## src/rtl/rec_sweep_pkg.sv

```systemverilog
// Shared types and constants for the 3-input function sweeper and its bench.
package rec_sweep_pkg;

  localparam int N_IN  = 3;
  localparam int N_VEC = 8;

  // Known-good truth table of s = (~a | b) & (b | ~c), bit i = vector i.
  localparam logic [N_VEC-1:0] REF_TABLE = 8'hCD;

  typedef enum logic [1:0] {
    IDLE  = 2'd0,
    SWEEP = 2'd1,
    CHECK = 2'd2,
    DONE  = 2'd3
  } state_e;

endpackage

```

## src/rtl/rec_func3.sv

```systemverilog
// Combinational datapath under test: s = (~a | b) & (b | ~c).
module rec_func3 (
  input  logic a,
  input  logic b,
  input  logic c,
  output logic s
);

  assign s = (~a | b) & (b | ~c);

endmodule

```

## src/rtl/rec_func_sweeper.sv

```systemverilog
// Sweeps rec_func3 over all 8 input vectors, captures its truth table and
// compares it against a caller-supplied expected table.
//
// Handshake: start is sampled only while idle (busy=0, done=0); an accepted
// start raises busy on the same edge, and done pulses for exactly one cycle
// once table_out/mismatch/err_count/fault_idx hold the new results.
module rec_func_sweeper
  import rec_sweep_pkg::*;
(
  input  logic                clk,
  input  logic                reset,
  input  logic                start,
  input  logic [N_VEC-1:0]    expected,
  output logic                busy,
  output logic                done,
  output logic [N_IN-1:0]     vec,
  output logic [N_VEC-1:0]    table_out,
  output logic                mismatch,
  output logic [3:0]          err_count,
  output logic [N_IN-1:0]     fault_idx,
  output state_e              state_dbg
);

  function automatic logic [3:0] popcount(input logic [N_VEC-1:0] d);
    logic [3:0] cnt;
    cnt = 4'd0;
    for (int i = 0; i < N_VEC; i++) cnt = cnt + {3'b000, d[i]};
    return cnt;
  endfunction

  // Scanning downward leaves the lowest set index as the final winner.
  function automatic logic [N_IN-1:0] lowest_set(input logic [N_VEC-1:0] d);
    logic [N_IN-1:0] idx;
    idx = '0;
    for (int i = N_VEC - 1; i >= 0; i--) begin
      if (d[i]) idx = i[N_IN-1:0];
    end
    return idx;
  endfunction

  state_e            state_q, state_d;
  logic [N_IN-1:0]   idx_q, idx_d;
  logic [N_VEC-1:0]  exp_q, exp_d;
  logic [N_VEC-1:0]  table_q, table_d;
  logic              mism_q, mism_d;
  logic [3:0]        errc_q, errc_d;
  logic [N_IN-1:0]   fidx_q, fidx_d;
  logic              s;
  logic [N_VEC-1:0]  diff;

  rec_func3 u_func (
    .a (idx_q[2]),
    .b (idx_q[1]),
    .c (idx_q[0]),
    .s (s)
  );

  assign diff = table_q ^ exp_q;

  always_comb begin
    state_d = state_q;
    idx_d   = idx_q;
    exp_d   = exp_q;
    table_d = table_q;
    mism_d  = mism_q;
    errc_d  = errc_q;
    fidx_d  = fidx_q;
    case (state_q)
      IDLE: begin
        if (start) begin
          state_d = SWEEP;
          idx_d   = '0;
          exp_d   = expected;
          table_d = '0;
        end
      end
      SWEEP: begin
        table_d[idx_q] = s;
        idx_d          = idx_q + 3'd1;
        if (idx_q == 3'(N_VEC - 1)) state_d = CHECK;
      end
      CHECK: begin
        mism_d  = |diff;
        errc_d  = popcount(diff);
        fidx_d  = lowest_set(diff);
        state_d = DONE;
      end
      DONE:    state_d = IDLE;
      default: state_d = IDLE;
    endcase
  end

  always_ff @(posedge clk or posedge reset) begin
    if (reset) begin
      state_q <= IDLE;
      idx_q   <= '0;
      exp_q   <= '0;
      table_q <= '0;
      mism_q  <= 1'b0;
      errc_q  <= 4'd0;
      fidx_q  <= '0;
    end else begin
      state_q <= state_d;
      idx_q   <= idx_d;
      exp_q   <= exp_d;
      table_q <= table_d;
      mism_q  <= mism_d;
      errc_q  <= errc_d;
      fidx_q  <= fidx_d;
    end
  end

  assign busy      = (state_q == SWEEP) || (state_q == CHECK);
  assign done      = (state_q == DONE);
  assign vec       = (state_q == SWEEP) ? idx_q : '0;
  assign table_out = table_q;
  assign mismatch  = mism_q;
  assign err_count = errc_q;
  assign fault_idx = fidx_q;
  assign state_dbg = state_q;

endmodule
```

## config.mk

```make
export PLATFORM = sky130hd
export DESIGN_NAME = rec_func_sweeper
export DESIGN_NICKNAME = d
export VERILOG_FILES = /design/src/rtl/rec_sweep_pkg.sv /design/src/rtl/rec_func3.sv /design/src/rtl/rec_func_sweeper.sv
export SDC_FILE = /design/constraint.sdc
export NUM_CORES = 1
export LEC_CHECK = 0
export BUFFER_PORTS_ARGS = -buffer_cell sky130_fd_sc_hd__buf_2
export CORE_UTILIZATION = 58
export CTS_CLUSTER_DIAMETER = 120
export DETAILED_ROUTE_END_ITERATION = 10
export GPL_TIMING_DRIVEN = 0
export PLACE_DENSITY = 0.9
export SYNTH_ARGS = -nofsm -noshare
export SYNTH_HDL_FRONTEND = slang
export SYNTH_SLANG_ARGS = --single-unit
```

## constraint.sdc

```tcl
create_clock -name clk -period 5.91 [get_ports clk]
set_input_delay 1.773 -clock clk [delete_from_list [all_inputs] [get_ports clk]]
set_output_delay 1.773 -clock clk [all_outputs]
set_load 0.1 [all_outputs]
```

==> results of run 1 <==
-- through the flow --
| step | hold WS (ps) | cell area [um^2] | utilization (%) |
|---|---|---|---|
| CTS | 523 | 1870 | 72.9 |
| global route | 532 | 1870 | 72.9 |
| global placement | 488 | 1820 | 71.0 |
| floorplan | 500 | 1620 | - |
| finish | 516 | 1870 | 72.9 |
| detailed placement | 502 | 1820 | 71.0 |
-- placed cells by master (no fill, tap or decap) --
cell | synthesis | final
sky130_fd_sc_hd__nand2_1 | 9 | 9
sky130_fd_sc_hd__o31ai_1 | 1 | 1
sky130_fd_sc_hd__nor2_1 | 9 | 9
sky130_fd_sc_hd__and2_1 | 2 | 2
sky130_fd_sc_hd__fa_1 | 4 | 4
sky130_fd_sc_hd__mux2_2 | 10 | 10
sky130_fd_sc_hd__a21oi_1 | 7 | 7
sky130_fd_sc_hd__buf_2 | 5 | 38
sky130_fd_sc_hd__a32o_1 | 1 | 1
sky130_fd_sc_hd__mux2i_1 | 2 | 2
sky130_fd_sc_hd__clkbuf_4 | 0 | 5
sky130_fd_sc_hd__nand2b_1 | 5 | 5
sky130_fd_sc_hd__clkbuf_1 | 0 | 3
sky130_fd_sc_hd__ha_1 | 11 | 11
sky130_fd_sc_hd__nand3_1 | 1 | 1
sky130_fd_sc_hd__o32ai_1 | 1 | 1
sky130_fd_sc_hd__dfrtp_1 | 29 | 29
sky130_fd_sc_hd__o31ai_2 | 1 | 1
sky130_fd_sc_hd__or3_1 | 1 | 1
sky130_fd_sc_hd__o21ai_0 | 2 | 2
sky130_fd_sc_hd__or2_0 | 1 | 1
sky130_fd_sc_hd__o22ai_1 | 3 | 3
sky130_fd_sc_hd__or3_4 | 1 | 1
sky130_fd_sc_hd__nor3_1 | 1 | 1
sky130_fd_sc_hd__xnor2_1 | 6 | 6
sky130_fd_sc_hd__o21a_1 | 5 | 5
sky130_fd_sc_hd__a31oi_1 | 3 | 3
sky130_fd_sc_hd__inv_1 | 17 | 17
sky130_fd_sc_hd__o21ai_1 | 11 | 11
sky130_fd_sc_hd__xor2_1 | 3 | 3
sky130_fd_sc_hd__inv_2 | 2 | 2
sky130_fd_sc_hd__o32a_1 | 1 | 1
-- layout make-up --
cell class | count | area (um^2) | share of cell area (%)
Inverter | 19 | 71.3 | 3.81
Clock buffer | 8 | 48.8 | 2.61
Buffer | 5 | 25.0 | 1.34
Timing Repair Buffer | 33 | 165 | 8.82
Multi-Input combinational cell | 102 | 798 | 42.6
Tap cell | 30 | 37.5 | 2.01
Sequential cell | 29 | 726 | 38.8
-- per-layer routing --
layer / share of wire, % / vias up / track usage, % / wire (um)
li1: - / 604 / - / -
met1: 41 / 614 / 26.2 / 1310
met2: 53 / 27 / 45.0 / 1720
met3: 3.8 / 4 / 9.17 / 121
met4: 1.9 / 0 / 13.7 / 61
met5: 0 / - / 0 / 0
-- logic make-up after synthesis --
| group | after synthesis |
|---|---|
| AOI/OAI and AO/OA | 36 |
| DFF | 29 |
| buffers and inverters | 24 |
| adders and majority gates | 15 |
| xor gates and xnor gates | 9 |
| and+or+nand+nor | 30 |
| muxes | 12 |
-- sequential cells by signal (all words and copies together), names as in the netlist --
register / flops
err_count: 4
exp_q: 8
fault_idx: 3
idx_q: 3
mismatch: 1
state_dbg: 2
table_out: 8
-- how the worst min path moves through the flow --
stage / slack, ps / to
2_1_floorplan: 500 / exp_q[2]$_DFFE_PP0P_
3_3_place_gp: 490 / err_count[0]$_DFFE_PP0P_
3_5_place_dp: 500 / err_count[0]$_DFFE_PP0P_
4_1_cts: 520 / err_count[2]$_DFFE_PP0P_
5_1_grt: 530 / err_count[2]$_DFFE_PP0P_
6_report: 520 / err_count[0]$_DFFE_PP0P_
==> out/results.env, run 1 <==
SYNTH-ASYNC-RESET-RATIO_PCT=100
GRT_USE_TOTAL_PCT=25.6
SETUP_SLACK_PS=2320
YS_SEQ_ELEMENTS=29
HOLD_VIOL=0
LAYOUT_WORST_PATH_CYCLE_SHARE_PCT=60.8
ANTENNA_LEFT=0
REG2REG_SETUP_SLACK_PS=2450
CRIT-REG2REG-CAPTURE='err_count[2]$_DFFE_PP0P_'
GRT_ANTENNA_BEFORE_REPAIR=0
GRT_START_MAX_NET_PINS=30
END_POINT_OF_THE_CRITICAL_PATH='vec[1]'
MIN-DELAY-PATH-CLASS='reg2reg'
DR.FIRST_ITER.DRC_COUNT=32
TOP_REG_CELL_SYNTH='sky130_fd_sc_hd__dfrtp_1'
SYNTH_TOP_CELL_AREA_SHARE_PCT=44.8
NUMCTSBUFFERS=5
DESIGN.DIE.AREA_MM2=0.00301
GRT_SETUP_UNREPAIRED='false'
SEQ_AREA_FRAC_SYNTH_PCT=44.8
STDCELL_COUNT=226
SUMMED_NEGATIVE_SETUP_SLACK_OVER_ALL_ENDPOINTS_PS=0
DOMINANT_COMBINATIONAL_CELL_FAMILY_BY_AREA_AFTER_SYNTHESIS='compound AO/OA/AOI/OAI gates'
STARTPOINT_OF_THE_TIGHTEST_HOLD_CHECK_PATH='err_count[0]$_DFFE_PP0P_'
CRITICAL_PATH_CELL_COUNT=6
SYNTH-COMPOUND-AREA-SHARE_PCT=13.8
CRIT_PATH_END_KIND='output port'
CORE_AREA_MM2=0.00257
POST_SYNTH_EDFFS=0
WORSTSETUPSTARTPOINT='state_dbg[1]$_DFFE_PP0P_'
NUMBER_OF_PINS_EXCEEDING_THEIR_MAX_SLEW_LIMIT_IN_THE_FINAL_REPORT=0
GRT_FIRST_PASS_WIRELENGTH_UM=5030
MAX_FREQ_MHz=278
POSTCTSSETUPREPAIRBUFS=0
MIN_DELAY_PATH_DEPTH=1
SYNTHADDERAREAFRAC_PCT=13.4
TIMING.REG2REG.WORST_PATH_DEPTH=12
DRCVIOLATIONCOUNT=0
MAX-CAP-VIOLATIONS=0
SYN-MEAN-INSTANCE-AREA_UM2=10.5
NUMBER_OF_GLOBAL_ROUTE_VIAS_BEFORE_REPAIR=1186
FIN_NETS=221
FIRST_PASS_ITERS=4
SYNTH-XOR-AREA-SHARE_PCT=4.86
WORST_PATH_MOST_REPEATED_CELL='sky130_fd_sc_hd__buf_2'
CLOCK_LATENCY_ON_THE_WORST_SKEW_PAIR_PS=330
SYN_NETS=181
SYNTH_SIMPLE_GATE_AREA_SHARE_PCT=8.96
TIMING.FINAL.CRIT_PERIOD_PS=3590
POST_SYNTH_MAIN_AREA_CONTRIBUTORS='sky130_fd_sc_hd__dfrtp_1, sky130_fd_sc_hd__ha_1, sky130_fd_sc_hd__mux2_2'
CTS-ROOT-TO-SINK-BUFFERS=2
CRIT_TYPE='reg2out'
N_FILL_CELL=182
SETUP_VIOLATIONS=0
CTS.SINK_COUNT=29
WORST_R2R_STARTPOINT='table_out[3]$_DFFE_PP0P_'
PLACEDCELLCOUNT=218
DIODES=0
NUMBER_OF_BUFFERS_AND_INVERTERS_ON_THE_CRITICAL_PATH=4
DETAILROUTE.VIA_COUNT=1249
CTSROOTBUFFERMASTER='sky130_fd_sc_hd__clkbuf_4'
SLOWEST_DELAY_PS=420
SYNTHMOSTINSTANTIATEDCELL='sky130_fd_sc_hd__dfrtp_1'
CP_CELL_SEQUENCE='inv_1, ha_1, buf_2, inv_2, nor2_1, buf_2'
CRIT_PATH_START_KIND='flop'
PORT-BUFFER-COUNT=33
CTS_STAGE_HOLD_BUFFER_COUNT=0
POST-SYNTH-TOP-AREA-CELL='sky130_fd_sc_hd__dfrtp_1'
H-TREE-DEPTH=2
POST_SYNTH_MUX_AREA_SHARE_PCT=8.19
DRT_WL_TOTAL_UM=3220
REMAINING_GLOBAL_ROUTE_OVERFLOW=0
CTS_TREE='done'
PLACE_CONGESTION=0.840
ROUTEDWLPERCELL_UM=14.2
CRITPATHSLOWESTCELL='sky130_fd_sc_hd__dfrtp_1'
DP_SLACK_PS=2440
SLEW_HEADROOM_PCT=29.6
ACTUAL_SLEW_AT_THE_WORST_MAX_SLEW_PIN_PS=1050
NUM_ROWS=18
SKEW_PS=8.33
CRITPATHARRIVALTIME_PS=1820
CLK_TRANSITION_REPORTED_PATHS_PS=90
START_UTIL_PCT=63.1
CHIPHEIGHT_UM=54.9
SYNTHESIS_WARNINGS=0
STATUS='completed'
SYN_TO_FINAL_GROWTH_PCT=15.5
CP_DATA_REQUIRED_TIME_PS=4140
ROUTE.DETAILED.VIAS_PER_INST=5.53
SYNTH.CELLS.MOST_FREQUENT='sky130_fd_sc_hd__dfrtp_1, sky130_fd_sc_hd__inv_1, sky130_fd_sc_hd__ha_1, sky130_fd_sc_hd__o21ai_1, sky130_fd_sc_hd__mux2_2'
COUNT_OF_DISTINCT_CELL_TYPES_IN_THE_SYNTHESIZED_NETLIST=30
SYNTH.CELL_AREA_MM2=0.00162
DIE-WIDTH_UM=54.9
CTS_RESIZES=0
POST_ROUTE_CELLS_DRIVE_ABOVE_1_SHARE_PCT=29.1
CRITPATHMAXFANOUT=9
DESIGN.PORTCOUNT=34
PATH_DELAY_FAMILY='buffers and inverters'
HPWLAFTERDP_UM=2470
SYN_INST=155
Power of run 1 is left out: the tool's default activity adds up to more than one toggle a clock period on the data nets, which glitch-free logic cannot reach.
==> run 2, diff against run 1 <==
CORE_UTILIZATION = 54   (was 58)
PLACE_DENSITY = 0.85   (was 0.9)
clock period = 3.35 ns   (was 5.91 ns; I/O delays follow)
==> out/results.env, run 2 (synthesis results as in run 1) <==
STATUS='finished, violations left'
FAILED_CHECKS='design-rule violations, negative setup slack'
LAYOUT_WORST_PATH_CYCLE_SHARE_PCT=101
DESIGN.DIE.AREA_MM2=0.00322
GRT_FIRST_PASS_WIRELENGTH_UM=5270
WORSTSETUPSTARTPOINT='table_out[1]$_DFFE_PP0P_'
ACTUAL_SLEW_AT_THE_WORST_MAX_SLEW_PIN_PS=1100
REG2REG_SETUP_SLACK_PS=-50
CHIPHEIGHT_UM=56.8
CTS_TREE='done'
SLOWEST_DELAY_PS=550
START_UTIL_PCT=57.8
GRT_USE_MET2_PCT=36.9
ROUTE.DETAILED.VIAS_PER_INST=5.47
CRIT_PATH_END_KIND='flop'
CP_CELL_SEQUENCE='xnor2_4, fa_1, inv_2, fa_1, inv_2, fa_1, inv_1, ha_2, inv_2, fa_2, xnor2_1, mux2_2'
SKEW_PS=7.79
CTSROOTBUFFERMASTER='sky130_fd_sc_hd__clkbuf_4'
LAYOUT.CELLS.MOST_COMMON='sky130_fd_sc_hd__buf_2'
POST_ROUTE_CELLS_DRIVE_ABOVE_1_SHARE_PCT=37.7
NUMBER_OF_PINS_EXCEEDING_THEIR_MAX_SLEW_LIMIT_IN_THE_FINAL_REPORT=0
CRITPATHARRIVALTIME_PS=3620
GRT.MET3_USAGE_PCT=5.30
CLOCK_LATENCY_ON_THE_WORST_SKEW_PAIR_PS=330
CP_DATA_REQUIRED_TIME_PS=3570
HOLD_VIOL=0
CORE_AREA_MM2=0.00281
ANTENNA_LEFT=0
FIN_NETS=224
DRCVIOLATIONCOUNT=4
NUMCTSBUFFERS=5
WORST_R2R_STARTPOINT='table_out[1]$_DFFE_PP0P_'
TIMING.FINAL.CRIT_PERIOD_PS=3400
N_FILL_CELL=218
CTS_STAGE_HOLD_BUFFER_COUNT=0
FIRST_PASS_ITERS=7
CLK_TRANSITION_REPORTED_PATHS_PS=100
PLACE_CONGESTION=0.847
DIODES=0
HPWLAFTERDP_UM=2390
SLEW_HEADROOM_PCT=26.3
BUSIEST_LAYER='met2'
HOLDWS_PS=511
LEADING_CELL_TYPES_IN_THE_LAYOUT_FILL_AND_TAPS_EXCLUDED='sky130_fd_sc_hd__buf_2, sky130_fd_sc_hd__dfrtp_1, sky130_fd_sc_hd__inv_1, sky130_fd_sc_hd__o21ai_1'
TIMING.REG2REG.WORST_PATH_DEPTH=12
GRT_USE_TOTAL_PCT=21.9
NUMBER_OF_GLOBAL_ROUTE_VIAS_BEFORE_REPAIR=1218
CRITPATHMAXFANOUT=2
CTS.SINK_COUNT=29
DETAILROUTE.VIA_COUNT=1257
CRITPATHSLOWESTCELL='sky130_fd_sc_hd__fa_1'
DRT_WL_TOTAL_UM=3160
H-TREE-DEPTH=2
MIN-DELAY-PATH-CLASS='reg2reg'
GRT_ANTENNA_BEFORE_REPAIR=0
CRIT_TYPE='reg2reg'
MAX-CAP-VIOLATIONS=0
SYN_TO_FINAL_GROWTH_PCT=22.2
GROUTE.LAYER.MET1.USAGE_PCT=26.6
END_POINT_OF_THE_CRITICAL_PATH='err_count[2]$_DFFE_PP0P_'
GRT_START_MAX_NET_PINS=30
NUM_ROWS=19
PORT-BUFFER-COUNT=33
SUMMED_NEGATIVE_SETUP_SLACK_OVER_ALL_ENDPOINTS_PS=-48.9
CRIT-REG2REG-CAPTURE='err_count[2]$_DFFE_PP0P_'
MAX_FREQ_MHz=294
SETUP_VIOLATIONS=1
SETUP_SLACK_PS=-48.9
ROUTEDWLPERCELL_UM=13.7
DESIGN.PORTCOUNT=34
REMAINING_GLOBAL_ROUTE_OVERFLOW=0
CRIT_PATH_START_KIND='flop'
CTS-ROOT-TO-SINK-BUFFERS=2
DIE-WIDTH_UM=56.8
DR.FIRST_ITER.DRC_COUNT=26
GRT_SETUP_UNREPAIRED='true'
==> run 2: cell types whose count changed in the layout (fill, tap and decap cells not counted), moves of 3 or more <==
cell,delta
sky130_fd_sc_hd__buf_4,+3
sky130_fd_sc_hd__clkbuf_1,-3
sky130_fd_sc_hd__dfrtp_1,-3
sky130_fd_sc_hd__dfrtp_4,+3
sky130_fd_sc_hd__inv_1,-3
sky130_fd_sc_hd__inv_2,+3
sky130_fd_sc_hd__xnor2_1,-3
==> run 2: critical path: cells and delay by family (launching register included) <==
kind,cells,cell delay [ps]
adder cells (fa/ha/maj),5,2040
multiplexers,1,260
flip-flops,1,520
buffers and inverters,4,200
XOR/XNOR,2,280
==> run 2: area by class of cell <==
type                    instances  area (um^2)  area share (%)
clock inverters                 1         5.00           0.253
plain buffers                   5         25.0            1.26
inverters                      19         71.3            3.60
clock buffers                   7         65.1            3.28
multi-input cells             102          851            43.0
repair buffers                 36          188            9.48
flip-flops and latches         29          737            37.2
well taps                      31         38.8            1.96
==> run 2: per-layer routing <==
layer	vias to the layer above	routed length, um
li1	607	-
met1	618	1360
met2	26	1640
met3	6	111
met4	0	40
met5	-	0
==> run 2: worst min path at each step <==
stage	startpoint	to	slack (ps)	cells past startpoint
global placement	err_count[0]$_DFFE_PP0P_	err_count[0]$_DFFE_PP0P_	490	1
CTS	err_count[0]$_DFFE_PP0P_	err_count[0]$_DFFE_PP0P_	510	1
detailed placement	err_count[0]$_DFFE_PP0P_	err_count[0]$_DFFE_PP0P_	490	1
floorplan	exp_q[2]$_DFFE_PP0P_	exp_q[2]$_DFFE_PP0P_	500	1
global route	err_count[0]$_DFFE_PP0P_	err_count[0]$_DFFE_PP0P_	560	1
finish	err_count[0]$_DFFE_PP0P_	err_count[0]$_DFFE_PP0P_	510	1
==> run 2: what timing repair did <==
item,CTS,global route
endpoints found under the setup margin,1,2
gates resized for setup,2,2
buffers inserted,3,0
endpoints found under the hold margin,0,0
pin swaps,1,0
==> run 2: through the flow <==
stage	area [um^2]	cells	setup slack, ps	util [%]
global route	1980	230	-164	70.6
detailed placement	1880	219	-143	66.9
floorplan	1670	155	-179	-
global placement	1880	219	-58.0	66.9
finish	1980	230	-48.9	70.6
CTS	1980	230	-46.0	70.6
Power of run 2 is left out for the same reason.
==> run 3, diff against run 2 <==
CELL_PAD_IN_SITES_DETAIL_PLACEMENT = 1   (was unset)
CELL_PAD_IN_SITES_GLOBAL_PLACEMENT = 1   (was unset)
CORE_UTILIZATION = 41   (was 54)
PLACE_DENSITY = unset   (was 0.85)
PLACE_DENSITY_LB_ADDON = 0.1   (was unset)
==> out/results.env, run 3 (synthesis results as in run 1) <==
NUMBER_OF_GLOBAL_ROUTE_VIAS_BEFORE_REPAIR=1378
FIRST_PASS_ITERS=3
SLOWEST_DELAY_PS=540
CRITPATHARRIVALTIME_PS=3580
MET3ROUTEDLENGTH_UM=93
SETUP_SLACK_PS=-55.3
PORT-BUFFER-COUNT=33
DIE-WIDTH_UM=64.9
GRT_FIRST_PASS_WIRELENGTH_UM=6530
CTS_STAGE_HOLD_BUFFER_COUNT=0
NUMBER_OF_BUFFERS_AND_INVERTERS_ON_THE_CRITICAL_PATH=4
LAYOUT.CELLS.MOST_COMMON='sky130_fd_sc_hd__buf_2'
CRIT_TYPE='reg2reg'
CTSROOTBUFFERMASTER='sky130_fd_sc_hd__clkbuf_8'
NUM_ROWS=22
DIODES=0
H-TREE-DEPTH=2
NUMCTSBUFFERS=5
NUMBER_OF_PINS_EXCEEDING_THEIR_MAX_SLEW_LIMIT_IN_THE_FINAL_REPORT=0
CLK_TRANSITION_REPORTED_PATHS_PS=70
SLEW_HEADROOM_PCT=24.9
POSTLAYOUTCELLAREA_MM2=0.00206
FAILED_CHECKS='negative setup slack'
DRCVIOLATIONCOUNT=0
CRITPATHMAXFANOUT=2
LEADING_CELL_TYPES_IN_THE_LAYOUT_FILL_AND_TAPS_EXCLUDED='sky130_fd_sc_hd__buf_2, sky130_fd_sc_hd__dfrtp_1, sky130_fd_sc_hd__inv_1, sky130_fd_sc_hd__o21ai_1'
DETAILROUTE.VIA_COUNT=1250
DESIGN.PORTCOUNT=34
WL_MET1_UM=1570
CRIT_PATH_START_KIND='flop'
GRT_USE_TOTAL_PCT=21.2
CRITPATHSLOWESTCELL='sky130_fd_sc_hd__fa_1'
N_FILL_CELL=429
FLIP_FLOP_AND_LATCH_AREA_UM2=737
SETUP_VIOLATIONS=1
HIGHEST_LAYER='met4'
ANTENNA_LEFT=0
LAYOUT_WORST_PATH_CYCLE_SHARE_PCT=102
MIN-DELAY-PATH-CLASS='reg2reg'
CP_DATA_REQUIRED_TIME_PS=3520
DR.FIRST_ITER.DRC_COUNT=13
CTS_TREE='done'
CP_CELL_SEQUENCE='xnor2_4, fa_1, inv_1, fa_1, inv_1, fa_1, inv_1, ha_2, inv_2, fa_2, xnor2_1, mux2_2'
POST_ROUTE_CELLS_DRIVE_ABOVE_1_SHARE_PCT=36.2
END_POINT_OF_THE_CRITICAL_PATH='err_count[2]$_DFFE_PP0P_'
REG2REG_SETUP_SLACK_PS=-60
DESIGN.DIE.AREA_MM2=0.00421
TIMING.FINAL.CRIT_PERIOD_PS=3410
DRT_WL_TOTAL_UM=4050
CRITICAL_PATH_CELL_COUNT=12
ROUTE.DETAILED.VIAS_PER_INST=5.06
ACTUAL_SLEW_AT_THE_WORST_MAX_SLEW_PIN_PS=1130
GRT_SETUP_UNREPAIRED='true'
ROUTEDWLPERCELL_UM=16.4
FIN_NETS=224
CTS-ROOT-TO-SINK-BUFFERS=2
MAX_FREQ_MHz=294
CLOCK_LATENCY_ON_THE_WORST_SKEW_PAIR_PS=280
WORSTSETUPSTARTPOINT='table_out[1]$_DFFE_PP0P_'
CORE_AREA_MM2=0.00372
CTS.SINK_COUNT=29
CRIT-REG2REG-CAPTURE='err_count[2]$_DFFE_PP0P_'
SYN_TO_FINAL_GROWTH_PCT=27.1
WORST_R2R_STARTPOINT='table_out[1]$_DFFE_PP0P_'
PATH_DELAY_FAMILY='adder cells'
PLACE_CONGESTION=0.745
GRT_START_MAX_NET_PINS=30
REMAINING_GLOBAL_ROUTE_OVERFLOW=0
GRT_ANTENNA_BEFORE_REPAIR=0
TIMING.REG2REG.WORST_PATH_DEPTH=12
HOLD_VIOL=0
SKEW_PS=6.88
CHIPHEIGHT_UM=64.9
PLACED_AREA_MM2=0.00190
START_UTIL_PCT=43.6
CRIT_PATH_END_KIND='flop'
MET2WIRELENGTH_UM=2330
MAX-CAP-VIOLATIONS=0
MULTI_INPUT_COMB_AREA_UM2=862
STATUS='finished, violations left'
HPWLAFTERDP_UM=2960
==> run 3: cell count changes in the layout (fill, tap and decap cells not counted) <==
| cell | previous run | this run |
|---|---|---|
| sky130_fd_sc_hd__clkinv_2 | 1 | 0 |
| sky130_fd_sc_hd__clkbuf_8 | 2 | 6 |
| sky130_fd_sc_hd__inv_1 | 14 | 16 |
| sky130_fd_sc_hd__clkbuf_4 | 5 | 0 |
| sky130_fd_sc_hd__xnor2_4 | 2 | 3 |
| sky130_fd_sc_hd__clkbuf_1 | 0 | 1 |
| sky130_fd_sc_hd__bufinv_16 | 0 | 1 |
| sky130_fd_sc_hd__inv_2 | 5 | 3 |
| sky130_fd_sc_hd__xnor2_2 | 1 | 0 |
==> run 3: through the flow <==
stage          TNS [ps]  std cells  hold WS (ps)  setup WS [ps]  utilization [%]
6_report          -55.3        247           512          -55.3             55.4
3_5_place_dp       -169        236           494           -169             51.1
4_1_cts           -74.2        247           511          -74.2             55.1
2_1_floorplan      -179        155           500           -179                -
3_3_place_gp      -60.7        236           488          -60.7             51.1
5_1_grt            -174        247           535           -173             55.4
==> run 3: layout make-up <==
class	instances	share of cell area (%)
multi-input cells	102	41.9
flip-flops and latches	29	35.8
clock inverters	1	1.46
clock buffers	7	4.19
repair buffers	36	9.11
inverters	19	3.46
plain buffers	5	1.22
well taps	48	2.92
==> run 3: timing repair <==
action | CTS | global route
pin swaps | 1 | 0
gates resized for setup | 2 | 1
setup endpoints to repair | 1 | 2
setup buffers | 3 | 0
==> run 3: worst reg2reg max path, stage by stage, from the launching register on <==
cell and delay [ps]:
sky130_fd_sc_hd__dfrtp_4 500, sky130_fd_sc_hd__xnor2_4 140, sky130_fd_sc_hd__fa_1 540, sky130_fd_sc_hd__inv_1 60
sky130_fd_sc_hd__fa_1 530, sky130_fd_sc_hd__inv_1 50, sky130_fd_sc_hd__fa_1 440, sky130_fd_sc_hd__inv_1 80
sky130_fd_sc_hd__ha_2 190, sky130_fd_sc_hd__inv_2 40, sky130_fd_sc_hd__fa_2 330, sky130_fd_sc_hd__xnor2_1 130
sky130_fd_sc_hd__mux2_2 260
==> run 3: worst min-delay path by stage <==
stage | end | slack [ps] | cells after the start | startpoint
after detailed placement | err_count[2]$_DFFE_PP0P_ | 490 | 1 | err_count[2]$_DFFE_PP0P_
after global routing | err_count[2]$_DFFE_PP0P_ | 530 | 1 | err_count[2]$_DFFE_PP0P_
final | err_count[2]$_DFFE_PP0P_ | 510 | 1 | err_count[2]$_DFFE_PP0P_
after CTS | err_count[2]$_DFFE_PP0P_ | 510 | 1 | err_count[2]$_DFFE_PP0P_
after floorplan | exp_q[2]$_DFFE_PP0P_ | 500 | 1 | exp_q[2]$_DFFE_PP0P_
after global placement | err_count[2]$_DFFE_PP0P_ | 490 | 1 | err_count[2]$_DFFE_PP0P_
==> run 3: per-layer routing <==
metal  global-route usage (%)  vias to the layer above
met4                     7.50                        0
met5                        0                        -
met1                     24.0                      623
li1                         -                      605
met3                     4.75                        5
met2                     38.4                       17
Power of run 3 is left out for the same reason.
